--- src/rtl/cpu16_pkg.sv ---
// cpu16_pkg: shared funct codes, ALU select codes, control bundle and FSM states
package cpu16_pkg;
  typedef enum logic [2:0] {
    FN_AND = 3'd0,
    FN_OR  = 3'd1,
    FN_XOR = 3'd2,
    FN_ADD = 3'd3,
    FN_SUB = 3'd4,
    FN_SLT = 3'd5,
    FN_MUL = 3'd6,
    FN_ILL = 3'd7
  } funct_e;
  localparam logic [2:0] ALUOP_AND = 3'b000;
  localparam logic [2:0] ALUOP_SLT = 3'b001;
  localparam logic [2:0] ALUOP_OR  = 3'b010;
  localparam logic [2:0] ALUOP_XOR = 3'b011;
  localparam logic [2:0] ALUOP_SUM = 3'b100;
  typedef struct packed {
    logic [2:0] op;
    logic       binv;
    logic       cin;
  } alu_ctrl_t;
  typedef enum logic [1:0] {
    ST_IDLE = 2'd0,
    ST_EXEC = 2'd1,
    ST_MUL  = 2'd2,
    ST_DONE = 2'd3
  } state_e;
endpackage

--- src/rtl/alu_control_seq_decode.sv ---
// alu_ctrl_decode: maps a funct code to the ALU mux select, B-invert and carry-in lines
module alu_ctrl_decode
  import cpu16_pkg::*;
(
  input  logic [2:0] funct_i,
  output alu_ctrl_t  ctrl_o
);
  // SUB and SLT both subtract (invert B, carry in 1); SLT then selects the Less line
  always_comb begin
    ctrl_o.op   = (funct_i == FN_OR)  ? ALUOP_OR  :
                  (funct_i == FN_XOR) ? ALUOP_XOR :
                  (funct_i == FN_ADD || funct_i == FN_SUB) ? ALUOP_SUM :
                  (funct_i == FN_SLT) ? ALUOP_SLT : ALUOP_AND;
    ctrl_o.binv = (funct_i == FN_SUB) || (funct_i == FN_SLT);
    ctrl_o.cin  = (funct_i == FN_SUB) || (funct_i == FN_SLT);
  end
endmodule

--- src/rtl/alu_control_seq.sv ---
// alu_control_seq: sequences single-pass ALU ops and a 16-pass shift-add multiply
module alu_control_seq
  import cpu16_pkg::*;
#(
  parameter int WIDTH = 16,
  parameter int CNT_W = 4
) (
  input  logic             Clock,
  input  logic             Reset,
  input  logic             Start,
  input  logic [2:0]       Funct,
  input  logic [WIDTH-1:0] A,
  input  logic [WIDTH-1:0] B,
  output logic [WIDTH-1:0] AluA,
  output logic [WIDTH-1:0] AluB,
  output logic [2:0]       AluOp,
  output logic             BInvert,
  output logic             CIN0,
  input  logic [WIDTH-1:0] AluResult,
  input  logic             AluCarryOut,
  output logic             Busy,
  output logic             Done,
  output logic [WIDTH-1:0] Result,
  output logic             Zero,
  output logic             Carry,
  output logic             Negative,
  output logic             Overflow,
  output logic             Error
);
  localparam int MSB = WIDTH - 1;
  state_e           state_q;
  logic [2:0]       funct_q;
  logic [WIDTH-1:0] a_q, b_q, p_q, result_q;
  logic [CNT_W-1:0] cnt_q;
  logic             zero_q, carry_q, neg_q, ovf_q, err_q, busy_q, done_q;
  alu_ctrl_t        dec;
  logic [WIDTH-1:0] mul_addend;
  logic             ovf_add, ovf_sub, is_arith;
  alu_ctrl_decode u_dec (
    .funct_i(funct_q),
    .ctrl_o (dec)
  );
  // drive the ALU: decoded controls in EXEC, forced ADD of partial product in MUL, idle otherwise
  always_comb begin
    mul_addend = b_q[cnt_q] ? (a_q << cnt_q) : '0;
    AluA       = (state_q == ST_EXEC) ? a_q : (state_q == ST_MUL) ? p_q : '0;
    AluB       = (state_q == ST_EXEC) ? b_q : (state_q == ST_MUL) ? mul_addend : '0;
    AluOp      = (state_q == ST_EXEC) ? dec.op : (state_q == ST_MUL) ? ALUOP_SUM : ALUOP_AND;
    BInvert    = (state_q == ST_EXEC) && dec.binv;
    CIN0       = (state_q == ST_EXEC) && dec.cin;
    ovf_add    = (a_q[MSB] == b_q[MSB]) && (AluResult[MSB] != a_q[MSB]);
    ovf_sub    = (a_q[MSB] != b_q[MSB]) && (AluResult[MSB] != a_q[MSB]);
    is_arith   = (funct_q == FN_ADD) || (funct_q == FN_SUB);
  end
  // control FSM: accept in IDLE, one EXEC pass or sixteen MUL passes, one-cycle DONE
  always_ff @(posedge Clock) begin
    if (Reset) begin
      state_q  <= ST_IDLE;
      funct_q  <= '0;
      a_q      <= '0;
      b_q      <= '0;
      p_q      <= '0;
      cnt_q    <= '0;
      result_q <= '0;
      zero_q   <= 1'b0;
      carry_q  <= 1'b0;
      neg_q    <= 1'b0;
      ovf_q    <= 1'b0;
      err_q    <= 1'b0;
      busy_q   <= 1'b0;
      done_q   <= 1'b0;
    end else begin
      case (state_q)
        ST_IDLE: begin
          done_q <= 1'b0;
          if (Start) begin
            a_q     <= A;
            b_q     <= B;
            funct_q <= Funct;
            p_q     <= '0;
            cnt_q   <= '0;
            busy_q  <= 1'b1;
            if (Funct == FN_ILL) begin
              state_q  <= ST_DONE;
              done_q   <= 1'b1;
              err_q    <= 1'b1;
              result_q <= '0;
              zero_q   <= 1'b1;
              carry_q  <= 1'b0;
              neg_q    <= 1'b0;
              ovf_q    <= 1'b0;
            end else if (Funct == FN_MUL) begin
              state_q <= ST_MUL;
            end else begin
              state_q <= ST_EXEC;
            end
          end
        end
        ST_EXEC: begin
          result_q <= AluResult;
          zero_q   <= (AluResult == '0);
          neg_q    <= AluResult[MSB];
          carry_q  <= is_arith && AluCarryOut;
          ovf_q    <= (funct_q == FN_ADD) ? ovf_add : (funct_q == FN_SUB) ? ovf_sub : 1'b0;
          err_q    <= 1'b0;
          done_q   <= 1'b1;
          state_q  <= ST_DONE;
        end
        ST_MUL: begin
          p_q   <= AluResult;
          cnt_q <= cnt_q + 1'b1;
          if (cnt_q == '1) begin
            result_q <= AluResult;
            zero_q   <= (AluResult == '0);
            neg_q    <= AluResult[MSB];
            carry_q  <= AluCarryOut;
            ovf_q    <= 1'b0;
            err_q    <= 1'b0;
            done_q   <= 1'b1;
            state_q  <= ST_DONE;
          end
        end
        ST_DONE: begin
          done_q  <= 1'b0;
          busy_q  <= 1'b0;
          state_q <= ST_IDLE;
        end
        default: state_q <= ST_IDLE;
      endcase
    end
  end
  assign Busy     = busy_q;
  assign Done     = done_q;
  assign Result   = result_q;
  assign Zero     = zero_q;
  assign Carry    = carry_q;
  assign Negative = neg_q;
  assign Overflow = ovf_q;
  assign Error    = err_q;
endmodule

--- config.mk ---
export PLATFORM = sky130hd
export DESIGN_NAME = alu_control_seq
export DESIGN_NICKNAME = d
export VERILOG_FILES = /design/src/rtl/cpu16_pkg.sv /design/src/rtl/alu_control_seq_decode.sv /design/src/rtl/alu_control_seq.sv
export SDC_FILE = /design/constraint.sdc
export NUM_CORES = 1
export LEC_CHECK = 0
export ABC_AREA = 1
export BUFFER_PORTS_ARGS = -buffer_cell sky130_fd_sc_hd__buf_2
export CAP_MARGIN = 20
export CORE_MARGIN = 1.5
export CORE_UTILIZATION = 53
export CTS_CLUSTER_SIZE = 12
export DETAILED_ROUTE_END_ITERATION = 12
export PLACE_DENSITY_LB_ADDON = 0.3
export SLEW_MARGIN = 5
export SYNTH_ARGS = -nofsm -noshare
export SYNTH_HDL_FRONTEND = slang
export SYNTH_SLANG_ARGS = --single-unit
--- constraint.sdc ---
create_clock -name Clock -period 2 [get_ports Clock]
set_input_delay 0.4 -clock Clock [delete_from_list [all_inputs] [get_ports Clock]]
set_output_delay 0.4 -clock Clock [all_outputs]
set_load 0.02 [all_outputs]
* Yosys cells after proc, flatten, opt, wreduce, memory -nomap -nowiden
Cells that the tools add are included.
Operators by class: mux-type cells 47, shift operators 1, add/sub/neg operators 1, reduce and logical (&&, ||, !) cells 16, eq/ne operators 17, order comparisons 1
Operators with widths (count):
- $mux W16 | 9
- $pmux W16 S3 | 1
- $pmux W16 S2 | 1
- $logic_not A16 Y1 | 1
- $mux W1 | 16
- $shl A16 B4 Y16 | 1
- $mux W3 | 5
- $pmux W1 S3 | 5
- $eq A3 B3 Y1 const B | 4
- $mux W2 | 4
- $pmux W2 S4 | 1
- $pmux W4 S2 | 1
- $reduce_and A2 Y1 | 4
- $eq A3 B2 Y1 const B | 2
- $lt A4 B5 Y1 const B | 1
- $add A4 B1 Y4 const B | 1
- $bmux W1 S4 | 1
- $eq A2 B2 Y1 const B | 2
- $eq A4 B4 Y1 const B | 1
- $logic_and A1 B1 Y1 | 4
- $mux W4 | 1
- $ne A2 B2 Y1 const B | 2
- $pmux W1 S4 | 1
- $reduce_and A4 Y1 | 1
- 10 further kinds | 13
Word-level totals: flip-flop bits (word level) 80, output and inout port bits 60

* Longest topological paths before layout
depth after elaboration 6, mapped depth 11, depth with buffers taken out 9

* Cells and area by module
Synthesis repeated with hierarchy kept, for this count alone.
Second synthesis, totals: cell total of the unflattened synthesis 688, area, all modules 4379.2 um2
Modules (own cells, without submodules):
- alu_control_seq | cells an instance 675, times used 1, area an instance 4320.4 um2
- alu_ctrl_decode | cells an instance 13, times used 1, area an instance 58.8 um2

* Worst setup path before layout
No wires, ideal clock.
kind register to output, from reg state_q[1], to out CIN0, data arrival time 1660 ps, cell stages (with the launch flop) 7, path slack -60 ps, cells stage by stage dfxtp_1 > inv_1 > ha_1 > inv_1 > clkbuf_1 > nor3_1 > buf_4
On the way: cells in the longest elaborated chain, start to end 2
Ends and longest elaborated chain:
- start: declaration | RTL line alu_control_seq.sv:31 | state_e state_q;
- start signal: assignment | RTL line alu_control_seq.sv:58 | state_q <= ST_IDLE;
- start signal: assignment | RTL line alu_control_seq.sv:84 | state_q <= ST_DONE;
- start signal: assignment | RTL line alu_control_seq.sv:93 | state_q <= ST_MUL;
- $eq A2 B1 Y1
- $logic_and A1 B1 Y1
- end: declaration | RTL line alu_control_seq.sv:18 | output logic CIN0,
Every way passes these cells.

* Final worst setup path
from reg state_q[1], to out AluA[3]
On the way: cells in the longest elaborated chain, start to end 3, elaborated cells between the ends (all ways) 4, classes of those cells eq/ne: 2; mux: 2
Ends and longest elaborated chain:
- $eq A2 B2 Y1 | RTL line alu_control_seq.sv:46 | AluA = (state_q == ST_EXEC) ? a_q : (state_q == ST_MUL) ? p_q : '0;
- $mux W16 | RTL line alu_control_seq.sv:46
- $mux W16 (*) | RTL line alu_control_seq.sv:46
- end: declaration | RTL line alu_control_seq.sv:14 | output logic [WIDTH-1:0] AluA,
Mark *: on every way between the ends. The rest lies on a longest branch, timed or not.

==> results.cfg <==
[die]
io_pins = 115
die_x_um = 92.6
die_area_um2 = 8580
die_h_um = 92.6
initial_core_util_pct = 54.8
rows = 32
core_area_um2 = 7770

[clock_tree]
numCtsBuffers = 9
hold_buffers = 0
clock_latency_ns = 0.38
cts_max_path_buffers = 2
cts_sinks = 79
cts_max_level = 3
ctsRootBufferMaster = clkbuf_8
clkTransAtPathRegs_ns = 0.10
cts_tree = yes

[logic_synthesis]
synthArstFlopShare_pct = 0
syn-num-nets = 731
synth_enable_flop_cells = 0
ys_seq_area_share_pct = 37.2
synth_area_um2 = 4260
synth_seq_cells = 79
synthCells = 671
syn_avg_cell_area_um2 = 6.34
synth_top_area_share_pct = 37.2
ys_types = 30
synthFlopType = dfxtp_1
synth_commonest_cells = nand2_1, dfxtp_1, nand3_1
yosysMostFrequentCell = nand2_1
synth.largest_area_cell = dfxtp_1
ys_top_cells_by_area = dfxtp_1, nand2_1, nand3_1
yosys_warnings = 0

[setup_path]
cp.arrival_ns = 1.80
path_class = reg -> out
start_kind = flop
cp_max_fo = 8
cp.required_ns = 1.60
cp-end-kind = output pin

[sta]
relSlewSlack_pct = 53.4
post-route-period-util_pct = 110
setup_viol = 37
worst_slew_pin_slew_ns = 0.699
rsz0062_at_grt = true
finalWorstSetupSlack_ns = -0.196
hold_viol_final = 0
finalCriticalPeriod_ns = 2.20
slew_viol_final = 0
hold_slack_ns = 0.274
skew_ns = 0.0185
fmax_mhz = 455

[global_routing]
grt_usage_pct = 32.4
overflow = 0
grt_max_degree = 38
grt_pass1_vias = 4770
antenna_found_initial = 0
grt_pass1_wl_mm = 22.2

[layout]
final_cells = 911
areaGrowthSynthToFinish_pct = 45.2
fillers = 526
nets = 864
diodes = 0
postLayoutCoreUtil_pct = 79.6
drive_above_1_share_pct = 37.8

[drt]
wl_met1_mm = 5.77
drc_errors = 0
vias = 5193
met3_wirelength_mm = 1.38
viasPerCell = 5.70
maxUsedRoutingLayer = met4
ant_nets = 0
dr.pass1.iters = 5
wl_per_cell_um = 16.7
drt-initial-drc-count = 465
wl_met2_mm = 7.46
drt_wl_total_mm = 15.2

[power]
power_density_nw_per_um2 = 1280
leakage_nw = 2.97
max-vdd-ir-drop_mv = 0.991

[status]
status = complete, but fails checks
violations = setup timing

[placed_design]
pre_cts_ws_ns = -0.0146
io_buffers = 114
dp.cells = 867
dp.final_hpwl_mm = 9.06
routabilityCongestion = 0.931

[job]
maxCapViolCount = 0

[min_path]
hold_path_class = in -> reg
## repair_timing
item / in CTS / in global routing
buffers inserted: 16 / 10
endpoints found under the setup margin: 36 / 46
gates resized for setup: 149 / 91
pin swaps: 31 / 34
cloned: 4 / 0
## path summary, 6_finish.rpt
check / start / end / cells after the start / slack, ns
worst min register to register: Done / Done / 2 / 0.47
worst max-delay path: state_q[1] / AluA[3] / 8 / -0.20
worst max register to register: state_q[1] / Error / 11 / 0.09
worst min-delay path: A[12] / a_q[12] / 3 / 0.27
## routing by layer
layer | vias up | track usage [%]
li1 | 2439 | -
met1 | 2374 | 38.5
met2 | 315 | 54.8
met3 | 65 | 7.06
met4 | 0 | 16.8
met5 | - | 0
## through the flow
stage                     instance area (µm²)  power (mW)  TNS (ns)
after global routing                     6180        8.34     -6.75
after floorplan                          4260        4.42         0
after CTS                                5770        7.26     -2.78
after detailed placement                 4930        5.31   -0.0333
final                                    6180        7.94     -5.21
after global placement                   4930        5.23   -0.0253
## cell type report
cell class                 count  area (µm²)  area share, %
multi-input combinational    515        2810           45.5
inverter                      34         150           2.43
tap                          102         128           2.06
timing repair inverter         1        7.51          0.121
clock buffer                   9         124           2.00
sequential                    79        1600           25.8
clock inverter                 7        80.1           1.30
timing repair buffer         164        1290           20.8
## worst max-delay path: stages (launching register included)
cell     delay [ns]
dfxtp_4        0.39
inv_4          0.05
ha_4           0.17
nor2_4         0.23
buf_6          0.15
buf_12         0.15
nand2_4        0.06
nand2_2        0.09
buf_6          0.13
## sequential cells by signal, indices dropped and copies added, names as in the netlist, 2 cells and up
name and cells:
Result 16, a_q 16, b_q 16, p_q 16
cnt_q 4, funct_q 3, state_q 2
## placed cells by master (no fill, tap or decap), types with 6 or more instances in the layout
cell and count:
clkbuf_8 9, buf_2 80, buf_12 6, nand3_2 19
a21oi_2 8, buf_6 46, nor2_1 49, o21ai_0 40
buf_4 31, inv_1 24, nand3_1 52, dfxtp_1 75
a21oi_1 50, nand2_1 194, nand2_4 20, nand2_2 37
o21ai_2 7
## logic make-up after synthesis
| group | synth area share, % |
|---|---|
| buffers and inverters | 7.91 |
| and+or+nand+nor | 38.5 |
| adders and majority gates | 1.47 |
| DFF | 37.2 |
| AOI/OAI and AO/OA | 15.0 |
## where the power goes
part | internal, mW | switching [mW]
combinational | 1.67 | 2.71
clock | 0.590 | 0.683
sequential | 1.95 | 0.339
total | 4.21 | 3.73
Power figures use the tool's default switching activity.
